**src/rtl/mul_vec_pkg.sv**
```systemverilog
// +----------------------------------------------------------------------------+
// | mul_vec_pkg                                                                |
// | Shared types and sizing helpers for the bit-plane sequential multiplier.   |
// | Revision: 1.0                                                              |
// +----------------------------------------------------------------------------+
`default_nettype none

package mul_vec_pkg;

  typedef enum logic [1:0] {
    IDLE = 2'd0,
    BUSY = 2'd1,
    DONE = 2'd2
  } state_t;

  // Plane counter width; never narrower than one bit so WIDTH=1 still has a counter.
  function automatic int count_width(input int width);
    return (width <= 2) ? 1 : $clog2(width);
  endfunction

  function automatic int plane_bits(input int planes, input int lanes);
    return planes * lanes;
  endfunction

  function automatic int acc_bits(input int width, input int lanes);
    return 2 * width * lanes;
  endfunction

endpackage

`default_nettype wire

```
**src/rtl/bitslice_add.sv**
```systemverilog
// +----------------------------------------------------------------------------+
// | bitslice_add                                                               |
// | Combinational plane-wise ripple adder: all lanes add in parallel, carries  |
// | ripple from plane to plane within each lane.                               |
// | Revision: 1.0                                                              |
// +----------------------------------------------------------------------------+
`default_nettype none

module bitslice_add
  import mul_vec_pkg::*;
#(
  parameter int PLANES = 4,
  parameter int LANES  = 16
) (
  input  logic [plane_bits(PLANES, LANES)-1:0] x,
  input  logic [plane_bits(PLANES, LANES)-1:0] z,
  output logic [plane_bits(PLANES, LANES)-1:0] s
);

  logic [LANES-1:0] w_carry;
  logic [LANES-1:0] w_xp;
  logic [LANES-1:0] w_zp;

  // The carry out of the top plane is dropped: callers size PLANES so it is always zero.
  always_comb begin
    w_carry = '0;
    w_xp    = '0;
    w_zp    = '0;
    s       = '0;
    for (int p = 0; p < PLANES; p++) begin
      w_xp = x[p*LANES +: LANES];
      w_zp = z[p*LANES +: LANES];
      s[p*LANES +: LANES] = w_xp ^ w_zp ^ w_carry;
      w_carry = (w_xp & w_zp) | (w_carry & (w_xp ^ w_zp));
    end
  end

endmodule

`default_nettype wire

```
**src/rtl/mul_vec_seq.sv**
```systemverilog
// +----------------------------------------------------------------------------+
// | mul_vec_seq                                                                |
// | Bit-plane vector multiplier, one multiplier plane per cycle (shift-add).   |
// | Optional: MUL_VEC_EARLY_EXIT_EN finishes once remaining b planes are zero.  |
// | Revision: 1.0                                                              |
// +----------------------------------------------------------------------------+
`default_nettype none

module mul_vec_seq
  import mul_vec_pkg::*;
#(
  parameter int WIDTH = 2,
  parameter int LANES = 16
) (
  input  logic                       clk,
  input  logic                       rst_n,
  input  logic                       in_valid,
  output logic                       in_ready,
  input  logic [WIDTH*LANES-1:0]     a,
  input  logic [WIDTH*LANES-1:0]     b,
  output logic                       out_valid,
  input  logic                       out_ready,
  output logic [2*WIDTH*LANES-1:0]   y,
  output logic                       busy
);

  localparam int c_cw   = count_width(WIDTH);
  localparam int c_opw  = plane_bits(WIDTH, LANES);
  localparam int c_accw = acc_bits(WIDTH, LANES);
  localparam logic [c_cw-1:0] c_last = c_cw'(WIDTH - 1);

  state_t              r_state;
  state_t              w_next;
  logic [c_opw-1:0]    r_a;
  logic [c_opw-1:0]    r_b;
  logic [c_accw-1:0]   r_acc;
  logic [c_accw-1:0]   r_y;
  logic [c_cw-1:0]     r_count;
  logic                r_out_valid;

  logic [LANES-1:0]    w_bplane;
  logic [c_opw-1:0]    w_pp;
  logic [c_accw-1:0]   w_pp_shift;
  logic [c_accw-1:0]   w_sum;
  logic                w_last;

  assign w_bplane   = r_b[r_count*LANES +: LANES];
  assign w_pp       = r_a & {WIDTH{w_bplane}};
  // Partial product lands at plane offset count inside the double-width accumulator.
  assign w_pp_shift = {{c_opw{1'b0}}, w_pp} << (r_count * LANES);
  assign w_last     = (r_count == c_last);

  bitslice_add #(
    .PLANES (2 * WIDTH),
    .LANES  (LANES)
  ) u_add (
    .x (r_acc),
    .z (w_pp_shift),
    .s (w_sum)
  );

`ifdef MUL_VEC_EARLY_EXIT_EN
  logic [c_opw-1:0] w_rest;
  logic             w_rest_zero;
  assign w_rest      = r_b >> (r_count * LANES);
  assign w_rest_zero = (w_rest == '0);
`endif

  always_ff @(posedge clk or negedge rst_n) begin
    if (!rst_n) begin
      r_state <= IDLE;
    end else begin
      r_state <= w_next;
    end
  end

  always_comb begin
    w_next   = r_state;
    in_ready = 1'b0;
    busy     = 1'b0;
    case (r_state)
      IDLE: begin
        in_ready = 1'b1;
        if (in_valid) w_next = BUSY;
      end
      BUSY: begin
        busy = 1'b1;
`ifdef MUL_VEC_EARLY_EXIT_EN
        if (w_last || w_rest_zero) w_next = DONE;
`else
        if (w_last) w_next = DONE;
`endif
      end
      DONE: begin
        if (r_out_valid && out_ready) w_next = IDLE;
      end
      default: w_next = IDLE;
    endcase
  end

  // DONE spends one edge latching the result before presenting it.
  always_ff @(posedge clk or negedge rst_n) begin
    if (!rst_n) begin
      r_a         <= '0;
      r_b         <= '0;
      r_acc       <= '0;
      r_y         <= '0;
      r_count     <= '0;
      r_out_valid <= 1'b0;
    end else begin
      case (r_state)
        IDLE: begin
          if (in_valid) begin
            r_a     <= a;
            r_b     <= b;
            r_acc   <= '0;
            r_count <= '0;
          end
        end
        BUSY: begin
`ifdef MUL_VEC_EARLY_EXIT_EN
          if (!w_rest_zero) r_acc <= w_sum;
`else
          r_acc <= w_sum;
`endif
          r_count <= r_count + 1'b1;
        end
        DONE: begin
          if (!r_out_valid) begin
            r_y         <= r_acc;
            r_out_valid <= 1'b1;
          end else if (out_ready) begin
            r_out_valid <= 1'b0;
          end
        end
        default: ;
      endcase
    end
  end

  assign out_valid = r_out_valid;
  assign y         = r_y;

endmodule

`default_nettype wire

```
**config.mk**
```make
export PLATFORM = sky130hd
export DESIGN_NAME = mul_vec_seq
export DESIGN_NICKNAME = d
export VERILOG_FILES = /design/src/rtl/mul_vec_pkg.sv /design/src/rtl/bitslice_add.sv /design/src/rtl/mul_vec_seq.sv
export SDC_FILE = /design/constraint.sdc
export NUM_CORES = 1
export LEC_CHECK = 0
export BUFFER_PORTS_ARGS = -buffer_cell sky130_fd_sc_hd__buf_2
export CAP_MARGIN = 25
export CORE_MARGIN = 4
export CORE_UTILIZATION = 45
export DETAILED_ROUTE_END_ITERATION = 12
export MAX_ROUTING_LAYER = met4
export PLACE_DENSITY_LB_ADDON = 0.12
export SETUP_SLACK_MARGIN = 0.05
export SYNTH_ARGS = -nofsm -noshare
export SYNTH_HDL_FRONTEND = slang
export SYNTH_SLANG_ARGS = --single-unit
```
**constraint.sdc**
```tcl
create_clock -name clk -period 6.6 [get_ports clk]
set_input_delay 0.66 -clock clk [delete_from_list [all_inputs] [get_ports clk]]
set_output_delay 0.66 -clock clk [all_outputs]
set_load 0.02 [all_outputs]
```
==> results.toml, run 1 <==
[outcome]
status = "finished clean"

[cells_and_area]
multiInputGateArea_um2 = 3660
fill_cells = 1601
layout_common_cells = "dfrtp_1, buf_2, mux2_2, a22o_1"
area_delta_synth_final_pct = 17.4
fin_nets = 858
finalNonFillerCells = 1015
regArea_um2 = 4910
final_common_cell = "dfrtp_1"
drive_above_1_share_pct = 40.9
diodes = 0

[detailed_routing]
vias = 5370
drtIter0Drc = 276
wire_per_inst_um = 18.1
drc_errors = 0
drt_wl_total_um = 18400
detail-route-antenna-nets = 0
drt_first_pass_iters = 4
vias_per_cell = 5.29

[placed_design]
numPortBuffers = 134
dp_hpwl_um = 12300
place.gp.congestion = 0.767
placed_cells = 982

[sta]
timing.final.crit_share_pct = 48.8
tightest_slew_ps = 902
slew_headroom_pct = 39.8
fin_crit_ps = 3220
clock_skew_ps = 11.7
max_freq_ghz = 0.310
rsz0062_at_grt = "false"
final_max_slew_viol_count = 0
finalSetupViolCount = 0
final.setup.tns_ps = 0
hold_viol = 0

[setup_path]
cp.depth = 3
worstPathRequired_ps = 5940
startpoint = "r_state[0]"
cp_slowest_cell = "dfrtp_1"
reg2reg_to = "r_acc[55]"
reg2reg_from = "r_count"
start_kind = "flip-flop"
cp.arrival_ps = 2560
worstPathCellList = "and2b_2 > buf_4 > buf_2"
crit_end = "busy"
critical_path.top_delay_family = "buffers and inverters"
cp-end-kind = "primary output"
cp_num_buf_inv = 2
max_stage_delay_ps = 910
r2r_cells = 7
r2r_setup_slack_ps = 3860
path_max_fanout = 66
worstSetupPathType = "reg2out"

[floorplan]
chipWidth_um = 148
die_area_um2 = 21800
ios = 135
start_util_pct = 46.4
rows = 50
core-area_um2 = 19000
die_h_um = 148

[yosys]
yosysUniqueCellTypes = 27
synth.net_count = 733
yosysSeqAreaShare_pct = 55.8
synth_edf_count = 0
yosysWarnings = 0
avgSynthCellArea_um2 = 14.2
ys_seq_elements = 196
synth-main-ff-cell = "dfrtp_1"
syn-cell-area_um2 = 8790
netlist_instances = 617
async_flop_share_pct = 100

[clock_tree]
cts_hold_buffers = 0
cts_resized = 0
cts_max_path_buffers = 2
post_cts_buffers = 0
htree_levels = 4
cts.clk_slew.worst_paths_ps = 70
cts_sinks = 196
numCtsBuffers = 17
cts_tree = "built"
clk_latency_ps = 430
clock-root-buffer = "clkbuf_16"

[power]
p_per_area_nw_per_um2 = 487
ir_drop_mv = 0.269
p_leak_nw = 5.27

[global_route]
first_global_vias = 5911
grt_pass1_wl_um = 30500
grt.total_usage_pct = 18.2
grt_antenna_before_repair = 0
grt-ovfl-total = 0
grt_max_degree = 126

[hold_path]
hp-class = "in2async"

[job]
cap_violations = 0
-- registers in the layout (all words and copies together), names as in the netlist --
| signal | cells |
|---|---|
| r_acc | 64 |
| r_count | 1 |
| out_valid | 1 |
| y | 64 |
| r_state | 2 |
| r_a | 32 |
| r_b | 32 |
-- worst min path at each step --
stage | startpoint | end | slack (ps) | depth (start not counted)
after floorplan | rst_n | out_valid | 360 | 0
after global placement | y[20] | y[20] | 490 | 1
after detailed placement | y[30] | y[30] | 490 | 1
after CTS | rst_n | r_a[15] | 420 | 1
after global routing | rst_n | r_a[15] | 90 | 1
final | rst_n | r_a[15] | 100 | 1
-- cells by family (layout without fill, tap and decap cells) --
family,Yosys count,count (layout),share of synthesized area (%)
flip-flops,196,196,55.8
AND/OR/NAND/NOR,119,119,7.43
buffers and inverters,41,179,2.82
multiplexers,130,130,16.7
AO/OA/AOI/OAI,83,83,7.76
adder cells (fa/ha/maj),48,48,9.56
-- synthesized netlist by cell type (all sizes together), types with 16 or more instances --
| cell | number | area share [%] |
|---|---|---|
| mux2 | 130 | 17 |
| and3b | 17 | 1.7 |
| dfrtp | 196 | 56 |
| a22o | 49 | 4.9 |
| nand2 | 32 | 1.4 |
| and3 | 16 | 1.1 |
| nor2 | 17 | 0.73 |
| nor2b | 16 | 1.1 |
| ha | 16 | 2.3 |
| fa | 32 | 7.3 |
| buf | 22 | 1.7 |
-- power by group --
part / leakage [nW] / internal, mW / switching, mW
Sequential: 2.53 / 1.70 / 0.393
Combinational: 2.42 / 0.851 / 0.964
Clock: 0.310 / 0.667 / 0.450
Total: 5.27 / 3.22 / 1.81
-- routing by layer --
metal / GRT usage (%) / routed length, um
met1: 23.4 / 8350
met2: 29.5 / 9090
met3: 4.23 / 767
met4: 4.80 / 159
met5: - / 0
-- per-stage QoR --
stage / util [%] / hold WS [ps] / setup slack [ps] / power (mW) / instance area (um2)
after floorplan: - / 364 / 4110 / 3.38 / 8790
after global placement: 50.9 / 489 / 3570 / 3.87 / 9640
after detailed placement: 50.9 / 492 / 3840 / 3.96 / 9650
after CTS: 54.3 / 418 / 3400 / 5.10 / 10300
after global routing: 54.4 / 86.8 / 3270 / 5.37 / 10300
final: 54.4 / 96.4 / 3380 / 5.02 / 10300
-- final cells by class --
cell class / count / area share, %
inverters: 4 / 0.145
well taps: 260 / 3.15
clock buffers: 21 / 4.56
repair buffers: 143 / 7.47
flip-flops and latches: 196 / 47.5
multi-input cells: 380 / 35.5
clock inverters: 11 / 1.66
-- worst register-to-register path, delay by kind of cell, from the launching register on --
| family | cells | cell delay [ps] |
|---|---|---|
| buffers and inverters | 1 | 540 |
| AOI/OAI and AO/OA | 1 | 280 |
| adders and majority gates | 3 | 1160 |
| and+or+nand+nor | 2 | 320 |
| DFF | 1 | 340 |
Power figures use the tool's default switching activity.
==> run 2, diff against run 1 <==
==> constraint.sdc (replaced) <==
create_clock -name clk -period 3 [get_ports clk]
set_input_delay 0.3 -clock clk [delete_from_list [all_inputs] [get_ports clk]]
set_output_delay 0.3 -clock clk [all_outputs]
set_load 0.02 [all_outputs]
==> results.toml, run 2 (synthesized netlist as in run 1, its figures left out) <==
[power]
p_leak_nw = 5.28
p_per_area_nw_per_um2 = 1070
ir_drop_mv = 0.550

[clock_tree]
cts_tree = "built"
cts.clk_slew.worst_paths_ps = 70
clk_latency_ps = 430
cts_max_path_buffers = 2
clock-root-buffer = "clkbuf_16"
numCtsBuffers = 17
htree_levels = 4
cts_resized = 0
cts_sinks = 196

[placed_design]
numPortBuffers = 134
dp_hpwl_um = 13000
pre_cts_slack_ps = 558
place.gp.congestion = 0.779

[cells_and_area]
layout_common_cells = "dfrtp_1, buf_2, mux2_2, a22o_1"
fin_nets = 862
area_delta_synth_final_pct = 17.8
drive_above_1_share_pct = 41.0
fin_util_pct = 54.7
final_common_cell = "dfrtp_1"

[floorplan]
core-area_um2 = 19000
die_h_um = 148
die_area_um2 = 21800
start_util_pct = 46.4
chipWidth_um = 148
ios = 135
rows = 50

[sta]
slew_headroom_pct = 46.3
whs_ps = 96.9
tightest_slew_ps = 806
setup_slack_ps = 534
finalSetupViolCount = 0
final.setup.tns_ps = 0
rsz0062_at_grt = "false"
final_max_slew_viol_count = 0
fin_crit_ps = 2470
clock_skew_ps = 9.86
hold_viol = 0
max_freq_ghz = 0.406
timing.final.crit_share_pct = 82.2

[setup_path]
path_max_fanout = 19
start_kind = "flip-flop"
worstPathRequired_ps = 2700
max_stage_delay_ps = 870
worstSetupPathType = "reg2out"
cp_slowest_cell = "dfrtp_1"
worstPathCellList = "and2b_2 > buf_2"
cp-end-kind = "primary output"
cp.arrival_ps = 2170

[detailed_routing]
drtIter0Drc = 218
drc_errors = 0
vias = 5468
detail-route-antenna-nets = 0
drt_wl_total_um = 19100
drt_first_pass_iters = 4
wire_per_inst_um = 18.6
vias_per_cell = 5.35

[outcome]
status = "finished clean"

[global_route]
grt_antenna_before_repair = 2
first_global_vias = 5902
grt_max_degree = 87
grt_pass1_wl_um = 31700
grt-ovfl-total = 0
grt.total_usage_pct = 19.0

[job]
cap_violations = 0

[hold_path]
hp-class = "in2reg"
-- run 2: power breakdown --
group | total (mW) | switching (mW) | internal, mW
logic | 4.08 | 2.14 | 1.94
registers | 4.65 | 0.913 | 3.74
clock network | 2.40 | 1.00 | 1.40
total | 11.1 | 4.05 | 7.07
-- run 2: routing by layer --
metal | track usage (%) | part of all wire [%]
met1 | 24.8 | 45
met5 | - | 0
met3 | 4.60 | 4.7
met4 | 4.94 | 1.2
met2 | 30.2 | 49
-- run 2: layout make-up --
| type | instances | area, um2 |
|---|---|---|
| fillers | 1614 | 8600 |
| repair buffers | 147 | 830 |
| clock buffers | 19 | 433 |
| well taps | 260 | 325 |
| clock inverters | 13 | 181 |
| multi-input cells | 380 | 3660 |
| inverters | 4 | 15.0 |
| diodes | 3 | 7.51 |
| flip-flops and latches | 196 | 4910 |
-- run 2: metrics by stage --
stage,total power [mW],instance area [um2],instances
2_1_floorplan,7.43,8790,617
3_3_place_gp,8.68,9730,986
3_5_place_dp,8.85,9730,986
4_1_cts,11.3,10400,1019
5_1_grt,11.9,10400,1021
6_report,11.1,10400,1022
-- run 2: worst paths after layout --
kind                            startpoint        end  slack [ps]  cells after the start
worst max-delay path            r_state[0]       busy         530                      2
worst min-delay path                 b[11]    r_b[11]         100                      2
worst max register to register     r_count  r_acc[58]         550                      7
worst min register to register       y[36]      y[36]         500                      1
max in group asynchronous            rst_n      y[11]        1530                      3
min in group asynchronous            rst_n    r_a[15]         480                      2
-- run 2: worst max-delay path, delay by kind of cell (launching register included) --
| family | cells | cell delay [ps] |
|---|---|---|
| flip-flops | 1 | 870 |
| AND/OR/NAND/NOR | 1 | 600 |
| buffers and inverters | 1 | 260 |
-- run 2: repair_timing --
item / 4_1_cts / 5_1_grt
hold buffers: 1 / 0
endpoints found under the hold margin: 83 / 0
endpoints found under the setup margin: 0 / 0
buffers inserted: 0 / 0
